**src/rtl/seq_mult_32bit_pkg.sv**
```systemverilog
// rtl/seq_mult_32bit_pkg.sv - shared constants and state encoding for the shift-add multiplier
package mult_pkg;

  localparam int DEFAULT_WIDTH = 32;

  typedef logic [1:0] state_t;
  localparam state_t IDLE = 2'd0;
  localparam state_t RUN  = 2'd1;
  localparam state_t DONE = 2'd2;

  function automatic int cnt_width(input int width);
    return (width > 1) ? $clog2(width) : 1;
  endfunction

endpackage

```
**src/rtl/seq_mult_32bit_if.sv**
```systemverilog
// rtl/seq_mult_32bit_if.sv - start/busy/done bus of the multiplier; is_signed exists with SEQ_MULT_SIGNED_EN
interface seq_mult_32bit_if #(
  parameter int WIDTH = mult_pkg::DEFAULT_WIDTH
);

  logic             start;
  logic [WIDTH-1:0] multiplicand;
  logic [WIDTH-1:0] multiplier;
`ifdef SEQ_MULT_SIGNED_EN
  logic             is_signed;
`endif
  logic             busy;
  logic             done;
  logic [WIDTH-1:0] product_hi;
  logic [WIDTH-1:0] product_lo;

`ifdef SEQ_MULT_SIGNED_EN
  modport master (output start, multiplicand, multiplier, is_signed,
                  input  busy, done, product_hi, product_lo);
  modport slave  (input  start, multiplicand, multiplier, is_signed,
                  output busy, done, product_hi, product_lo);
`else
  modport master (output start, multiplicand, multiplier,
                  input  busy, done, product_hi, product_lo);
  modport slave  (input  start, multiplicand, multiplier,
                  output busy, done, product_hi, product_lo);
`endif

endinterface

```
**src/rtl/seq_mult_32bit_control.sv**
```systemverilog
// rtl/seq_mult_32bit_control.sv - IDLE/RUN/DONE sequencer and bit counter of the multiplier
module mult_control
  import mult_pkg::*;
#(
  parameter int WIDTH = DEFAULT_WIDTH
) (
  input  logic clk,
  input  logic reset,
  input  logic i_start,
  output logic o_busy,
  output logic o_done,
  output logic o_load,
  output logic o_shift_en,
  output logic o_last
);

  localparam int CW = cnt_width(WIDTH);
  localparam logic [CW-1:0] LAST_CNT = CW'(WIDTH - 1);

  state_t        r_state;
  logic [CW-1:0] r_cnt;

  always_ff @(posedge clk) begin
    if (reset) begin
      r_state <= IDLE;
      r_cnt   <= '0;
    end else begin
      case (r_state)
        IDLE: begin
          if (i_start) begin
            r_state <= RUN;
            r_cnt   <= '0;
          end
        end
        RUN: begin
          r_cnt <= r_cnt + CW'(1);
          if (r_cnt == LAST_CNT) r_state <= DONE;
        end
        DONE:    r_state <= IDLE;
        default: r_state <= IDLE;
      endcase
    end
  end

  assign o_busy     = (r_state == RUN) || (r_state == DONE);
  assign o_done     = (r_state == DONE);
  assign o_load     = (r_state == IDLE) && i_start;
  assign o_shift_en = (r_state == RUN);
  assign o_last     = (r_state == RUN) && (r_cnt == LAST_CNT);

endmodule

```
**src/rtl/seq_mult_32bit.sv**
```systemverilog
// rtl/seq_mult_32bit.sv - shift-add multiplier datapath, one multiplier bit per cycle
// Optional signed mode: SEQ_MULT_SIGNED_EN
module seq_mult_32bit
  import mult_pkg::*;
#(
  parameter int WIDTH = DEFAULT_WIDTH
) (
  input  logic                 clk,
  input  logic                 reset,
  seq_mult_32bit_if.slave      bus
);

  logic w_busy, w_done, w_load, w_shift_en, w_last;

  mult_control #(.WIDTH(WIDTH)) u_control (
    .clk        (clk),
    .reset      (reset),
    .i_start    (bus.start),
    .o_busy     (w_busy),
    .o_done     (w_done),
    .o_load     (w_load),
    .o_shift_en (w_shift_en),
    .o_last     (w_last)
  );

  logic [WIDTH-1:0]   r_m, r_q, r_acc, r_hi, r_lo;
  logic               r_neg;
  logic [WIDTH-1:0]   w_m_in, w_q_in;
  logic               w_neg_in;
  logic [WIDTH:0]     w_sum;
  logic [WIDTH-1:0]   w_acc_nx, w_q_nx;
  logic [2*WIDTH-1:0] w_prod, w_result;

`ifdef SEQ_MULT_SIGNED_EN
  logic w_m_neg, w_q_neg;
  assign w_m_neg  = bus.is_signed & bus.multiplicand[WIDTH-1];
  assign w_q_neg  = bus.is_signed & bus.multiplier[WIDTH-1];
  assign w_m_in   = w_m_neg ? (~bus.multiplicand + WIDTH'(1)) : bus.multiplicand;
  assign w_q_in   = w_q_neg ? (~bus.multiplier + WIDTH'(1)) : bus.multiplier;
  assign w_neg_in = w_m_neg ^ w_q_neg;
`else
  assign w_m_in   = bus.multiplicand;
  assign w_q_in   = bus.multiplier;
  assign w_neg_in = 1'b0;
`endif

  // Carry out of the add becomes the new acc MSB; sum[0] shifts into Q.
  assign w_sum    = {1'b0, r_acc} + (r_q[0] ? {1'b0, r_m} : '0);
  assign w_acc_nx = w_sum[WIDTH:1];
  assign w_q_nx   = {w_sum[0], r_q[WIDTH-1:1]};
  assign w_prod   = {w_acc_nx, w_q_nx};
  assign w_result = r_neg ? (~w_prod + (2*WIDTH)'(1)) : w_prod;

  // Product is captured on the final shift so it is already valid while done is high.
  always_ff @(posedge clk) begin
    if (reset) begin
      r_m   <= '0;
      r_q   <= '0;
      r_acc <= '0;
      r_neg <= 1'b0;
      r_hi  <= '0;
      r_lo  <= '0;
    end else begin
      if (w_load) begin
        r_m   <= w_m_in;
        r_q   <= w_q_in;
        r_acc <= '0;
        r_neg <= w_neg_in;
      end else if (w_shift_en) begin
        r_acc <= w_acc_nx;
        r_q   <= w_q_nx;
      end
      if (w_last) {r_hi, r_lo} <= w_result;
    end
  end

  assign bus.busy       = w_busy;
  assign bus.done       = w_done;
  assign bus.product_hi = r_hi;
  assign bus.product_lo = r_lo;

endmodule

```
**src/flat_wrapper.sv**
```systemverilog
// flat-port wrapper written by rule: the top's interface ports become plain ports
module seq_mult_32bit_flat import mult_pkg::*;
#(
  parameter int WIDTH = DEFAULT_WIDTH
)
  (clk, reset, bus_start, bus_multiplicand, bus_multiplier, bus_busy, bus_done, bus_product_hi, bus_product_lo);
  seq_mult_32bit_if #(.WIDTH(WIDTH)) bus_i ();
  input  logic clk;
  input  logic reset;
  input wire logic [$bits(bus_i.start)-1:0] bus_start;
  input wire logic [$bits(bus_i.multiplicand)-1:0] bus_multiplicand;
  input wire logic [$bits(bus_i.multiplier)-1:0] bus_multiplier;
  output wire logic [$bits(bus_i.busy)-1:0] bus_busy;
  output wire logic [$bits(bus_i.done)-1:0] bus_done;
  output wire logic [$bits(bus_i.product_hi)-1:0] bus_product_hi;
  output wire logic [$bits(bus_i.product_lo)-1:0] bus_product_lo;
  assign bus_i.start = bus_start;
  assign bus_i.multiplicand = bus_multiplicand;
  assign bus_i.multiplier = bus_multiplier;
  assign bus_busy = bus_i.busy;
  assign bus_done = bus_i.done;
  assign bus_product_hi = bus_i.product_hi;
  assign bus_product_lo = bus_i.product_lo;
  seq_mult_32bit #(.WIDTH(WIDTH)) u_core (.clk(clk), .reset(reset), .bus(bus_i));
endmodule
```
**config.mk**
```make
export PLATFORM = sky130hd
export DESIGN_NAME = seq_mult_32bit_flat
export DESIGN_NICKNAME = d
export VERILOG_FILES = /design/src/rtl/seq_mult_32bit_pkg.sv /design/src/rtl/seq_mult_32bit_if.sv /design/src/rtl/seq_mult_32bit_control.sv /design/src/rtl/seq_mult_32bit.sv /design/src/flat_wrapper.sv
export SDC_FILE = /design/constraint.sdc
export NUM_CORES = 1
export LEC_CHECK = 0
export ABC_CLOCK_PERIOD_IN_PS = 3350
export CAP_MARGIN = 20
export CORE_MARGIN = 8
export CORE_UTILIZATION = 40
export DETAILED_ROUTE_END_ITERATION = 10
export PLACE_DENSITY = 0.72
export SYNTH_ARGS = -nofsm -noshare
export SYNTH_HDL_FRONTEND = slang
export SYNTH_SLANG_ARGS = --single-unit
export TNS_END_PERCENT = 5
```
**constraint.sdc**
```tcl
create_clock -name clk -period 3.35 [get_ports clk]
set_clock_uncertainty 0.05 [all_clocks]
set_input_delay 0.67 -clock clk [delete_from_list [all_inputs] [get_ports clk]]
set_output_delay 0.67 -clock clk [all_outputs]
set_load 0.03 [all_outputs]
```
Word-level counts from Yosys, hierarchy flattened --
Cells that the tools add are included.
Word-level totals: logic and storage cells 31, bits in registers 167, bits of input ports 67, output and inout bits 66
Cells by class: muxes and demuxes 8, reduce and logical (&&, ||, !) cells 9, $add $sub $neg 2, eq/ne operators 5
Operators by type and width (number):
- $mux W32 | 3
- $add A32 B33 Y33 | 1
- $pmux W5 S2 | 1
- $add A5 B1 Y5 const B | 1
- $eq A5 B5 Y1 const B | 1
- $mux W5 | 1
- $mux W2 | 2
- $pmux W2 S2 | 1
- $reduce_and A2 Y1 | 2
- $reduce_bool A2 Y1 | 2
- $eq A2 B1 Y1 const B | 1
- $eq A2 B2 Y1 const B | 1
- $logic_and A1 B1 Y1 | 2
- $logic_not A2 Y1 | 1
- $ne A2 B1 Y1 const B | 1
- $ne A2 B2 Y1 const B | 1
- $reduce_or A2 Y1 | 1
- $logic_or A1 B1 Y1 | 1

Logic depth before layout (Yosys ltp) --
depth in word-level cells 4, depth in mapped cells 11, depth with buffers taken out 10

By module --
A second synthesis with hierarchy kept.
Unflattened totals: cells, all modules 932, area, all modules 8308.0 µm²
Modules (own cells, without submodules):
- seq_mult_32bit | instances 1, cells each 879, area an instance 7837.5 µm², seq. area each 3203.1 µm²
- mult_control | instances 1, cells each 53, area an instance 470.5 µm², seq. area each 140.1 µm²

Least setup slack after synthesis --
No wires, ideal clock.
path type reg2reg, from register u_core.r_q[0], to register u_core.r_hi[29] (netlist: u_core.bus.product_hi[29]), path buffers 1, path slack 620 ps, cell stages (with the launch flop) 12, arrival 2563 ps, path through dfxtp_1 clkbuf_1 and2_1 ha_1 fa_1 a211oi_2 o211ai_2 a311oi_1 nor2_1 a21oi_1 xnor2_1 a22o_2
On the way: word-level cells in the longest chain between the ends 2
RTL lines:
- start: declaration | line seq_mult_32bit.sv:26 | logic [WIDTH-1:0] r_m, r_q, r_acc, r_hi, r_lo;
- start signal: assignment | line seq_mult_32bit.sv:66 | r_q <= w_q_in;
- start signal: assignment | line seq_mult_32bit.sv:71 | r_q <= w_q_nx;
- $mux W32 | line seq_mult_32bit.sv:48 | assign w_sum = {1'b0, r_acc} + (r_q[0] ? {1'b0, r_m} : '0);
- $add A32 B33 Y33 | line seq_mult_32bit.sv:48
- end signal: assignment | line seq_mult_32bit.sv:73 | if (w_last) {r_hi, r_lo} <= w_result;
- end: declaration | line seq_mult_32bit.sv:26
No other way between the ends. A chain may end at the register's enable or synchronous reset.

Worst setup path after layout --
Same ends and word-level chain as after synthesis.

==> results summary <==
The number of DRC markers after the initial detailed-route iteration came out at 480. The flip-flop and latch count after synthesis came out at about 170. The quantity of hold-fixing buffers added after cts is 0.

The die height is between 150 and 200 um. The number of top-level design ports came out at between 100 and 150. The buffer cell driving the clock tree root is sky130_fd_sc_hd__clkbuf_16. In this run the tool buffered the top-level ports with roughly 130 buffer cells.

Summed over all nets, the switching power comes to roughly 1.2 mW. The floorplan core area is ~20,000 sq um. The ratio of total power to cell area came out at ~480 nW/um^2.

Setup repair after global routing left no endpoint under its margin. The post-synthesis average cell area came out at between 8 and 9 sq um. The signal on the critical path passes through and2_1 > ha_1 > fa_1 > a211oi_2 > o211ai_2 > a311oi_1 > nor2_1 > a21oi_1 > xnor2_1 > a22o_2.

The maximum fanout along the worst path is 4. Among all cell types in the netlist, the one instantiated most often is sky130_fd_sc_hd__nand2_1. The TritonCTS clock tree is done. The final critical-path required period is between 2 and 3 ns. Adding up every negative setup slack in the final design gives 0 ns.

Entering global routing, the biggest net connects between 70 and 80 pins. The count of flip-flops with a built-in enable after synthesis came out at 0. The combined flip-flop and latch cell area is 3340 sq um.

The hold violation count in the final report is 0. The maximum level of the CTS H-tree is 4. The worst setup path is launched from a flop. The data required time of the worst path came out at ~3.6 ns. The proportion of netlist area held by the largest area contributor came out at between 40 and 50%. The largest vdd supply drop is around 0.35 mV. In this run switching power makes up approximately a quarter of total power. The relative max-transition margin is approximately two fifths. The final max-slew violation count came out at 0. 0 antenna diodes ended up in the layout. The layout net count came out at about 1.2k.

The clock-pin slew on the worst setup and hold paths came out at ~0.070 ns. The arrival time of the worst setup path is 3.18 ns. The kind of capture point of the worst setup path is a flop. The worst hold path belongs to the class flop to flop. The starting density of the core came out at between 40 and 50%. For this run, the leading register cell type out of synthesis is sky130_fd_sc_hd__dfxtp_1. The internal portion of total power is ~3.8 mW. The synthesized instance count came out at between 900 and 1k. In this run the core area contains 52 standard-cell rows. The first global-routing pass estimated around 36 mm of wire.

The area of the multi-input gates is around 4500 sq um. The count of non-filler cells in the finished layout is about 1.4k. The number of setup buffers added after CTS is 0. The delay of the slowest cell on the worst path came out at 0.44 ns. The largest individual stage delay along the critical path comes from the cell sky130_fd_sc_hd__a311oi_1. Post-CTS repair changed the size of 0 cells. After detailed routing, the average wire length per cell comes to between 15 and 20 um. The synthesized area came out at ~8000 sq um. By area the synthesized netlist is led by sky130_fd_sc_hd__dfxtp_1 41%, sky130_fd_sc_hd__nand2_1 9.3%, sky130_fd_sc_hd__a21oi_1 7.4%.

After detailed placement, the design holds a cell count of around 1.3k. The first-pass detailed-route iteration total is 5. The tool flagged a number of max-cap violations equal to 0.

The worst path buffer plus inverter count is 0. The layout overhead on the synthesized area came out at 27.3%. The final number of setup-violating endpoints is 0. The static power due to leakage came out at between 3 and 4 nW.

The total via count in the routed design came out at between 7k and 8k. The highest clock rate came out at approximately 340 MHz. The clock share of power came out at approximately 48%. The share of post-route cells with drive strength above 1 is 6.03%.

The number of nets handed over by synthesis was around 1.1k. By count the netlist is led by 200 x sky130_fd_sc_hd__nand2_1, 167 x sky130_fd_sc_hd__dfxtp_1, 120 x sky130_fd_sc_hd__a21oi_1, 85 x sky130_fd_sc_hd__nor2_1, 48 x sky130_fd_sc_hd__clkbuf_1. The die covers between 20,000 and 30,000 sq um. The transition time at the pin with the least slew margin came out at 0.925 ns. The total grt overflow came out at 0. The async set-or-reset flop fraction in the synthesized netlist came out at 0%. The number of global-route vias before repair came out at 7,019. The sequential share of power came out at between 40 and 50%. The number of antenna violations at the first check in global routing is 0. The count of clock tree sinks came out at 167. The number of warnings printed during yosys synthesis is 0. The global-route usage over all layers came out at approximately 18%.

The weighted congestion reported at the end of routability-driven placement came out at ~0.9. Once detail routing completed, the nets flagged for antenna violations numbered 0. The critical path is of the flop to flop type.

After detailed routing, the number of vias per cell comes to about 5.2. The insertion delay to the later sink of the worst-skew pair came out at around 0.42 ns. The share of the cycle needed by the critical path after routing came out at 86.8%. After detailed routing, the total wire length is around 22 mm.

The filler cell count in the final layout is 1,918. The part of the total power dissipated in combinational logic is 9.3%. The cell taking the most area after synthesis is sky130_fd_sc_hd__dfxtp_1. The residual DRC count is 0. The maximum clock insertion buffer count is 2.

Broken down by cell family, the worst path's largest delay share belongs to compound AO/OA/AOI/OAI gates. The share of the Yosys chip area taken by registers is between 40% and 50%. The number of clock buffers inserted by TritonCTS is 17. The count of different cell masters after synthesis is 54. The chip width came out at 158 um.

The run finished with clean final reports. The HPWL after detailed placement came out at roughly 16 mm.
per-layer routing:
layer / global-route usage, % / vias to the layer above / routed length (um)
met5: 0 / - / 0
met4: 5.66 / 0 / 386
li1: - / 3617 / -
met2: 28.4 / 161 / 10200
met3: 4.23 / 26 / 1120
met1: 23.4 / 3313 / 10600
sequential cells by signal (all words and copies together), names as in the netlist:
register / count
u_core.u_control.r_cnt: 5
u_core.r_acc: 32
u_core.r_m: 32
u_core.bus.product_lo: 32
u_core.bus.product_hi: 32
u_core.r_q: 32
u_core.u_control.r_state: 2
stage by stage:
stage / power [mW] / hold WS [ns] / instance area (sq um) / setup WS (ns) / utilization [%]
6_report: 4.93 / 0.401 / 10300 / 0.441 / 51.5
2_1_floorplan: 2.43 / 0.382 / 8100 / 0.620 / -
5_1_grt: 5.11 / 0.424 / 10300 / 0.242 / 51.5
4_1_cts: 4.97 / 0.402 / 10300 / 0.444 / 51.5
3_5_place_dp: 2.61 / 0.393 / 9610 / 0.462 / 48.0
3_3_place_gp: 2.61 / 0.390 / 9610 / 0.538 / 48.0
power by group through the flow:
stage               Clock, mW  Sequential, mW  Combinational, mW
finish                   2.36            2.11              0.460
global route             2.48            2.12              0.507
CTS                      2.40            2.11              0.463
detailed placement          0            2.15              0.460
global placement            0            2.15              0.455
floorplan                   0            2.14              0.298
kinds of logic (layout without fill, tap and decap cells):
group	Yosys count	after routing	synth area share (%)
compound gates	270	270	21.4
xor+xnor	29	29	3.13
fa+ha+maj	38	38	5.96
buf+inv	80	188	3.94
flops	167	167	41.3
mux	46	46	5.71
simple gates	356	356	18.6
worst reg2reg max path, stage by stage, from the launching register on:
cell                       delay, ns
sky130_fd_sc_hd__dfxtp_1        0.34
sky130_fd_sc_hd__and2_1         0.16
sky130_fd_sc_hd__ha_1           0.22
sky130_fd_sc_hd__fa_1           0.44
sky130_fd_sc_hd__a211oi_2       0.30
sky130_fd_sc_hd__o211ai_2       0.19
sky130_fd_sc_hd__a311oi_1       0.44
sky130_fd_sc_hd__nor2_1         0.13
sky130_fd_sc_hd__a21oi_1        0.20
sky130_fd_sc_hd__xnor2_1        0.11
sky130_fd_sc_hd__a22o_2         0.23
layout by cell type, fill, tap and decap left out, drive strengths merged, types with 2 or more instances in the layout:
cell and instances:
clkinvlp 2, clkdlybuf4s50 131, nor3 7, o21ai 38, clkbuf 18, o21bai 3
ha 37, mux2 2, xor2 10, a21o 9, a31oi 8, a211oi 45
nor2 85, and3 3, nand2b 8, and2 36, nand2 200, o211ai 6
a21oi 122, dfxtp 167, a22o 20, mux2i 44, nand3 3, inv 16
buf 13, a221oi 2, a22oi 4, a21boi 3, a222oi 2, a41oi 3
xnor2 19, a311oi 2, nand4 10, bufinv 7
path summary, 6_finish.rpt:
kind	start	end	slack, ns	depth (start not counted)
max	u_core.r_q[0]	u_core.bus.product_hi[29]	0.44	10
min	u_core.r_m[9]	u_core.r_m[9]	0.40	2
max reg2reg	u_core.r_q[0]	u_core.bus.product_hi[29]	0.44	10
min reg2reg	u_core.r_m[9]	u_core.r_m[9]	0.40	2
layout make-up:
class / count / share of cell area (%)
Clock inverter: 14 / 2.59
Timing Repair Buffer: 144 / 13.8
Multi-Input combinational cell: 739 / 43.3
Tap cell: 270 / 3.27
Inverter: 12 / 0.437
Clock buffer: 18 / 4.26
Sequential cell: 167 / 32.4
No activity file was read; power rests on OpenSTA's default activity.
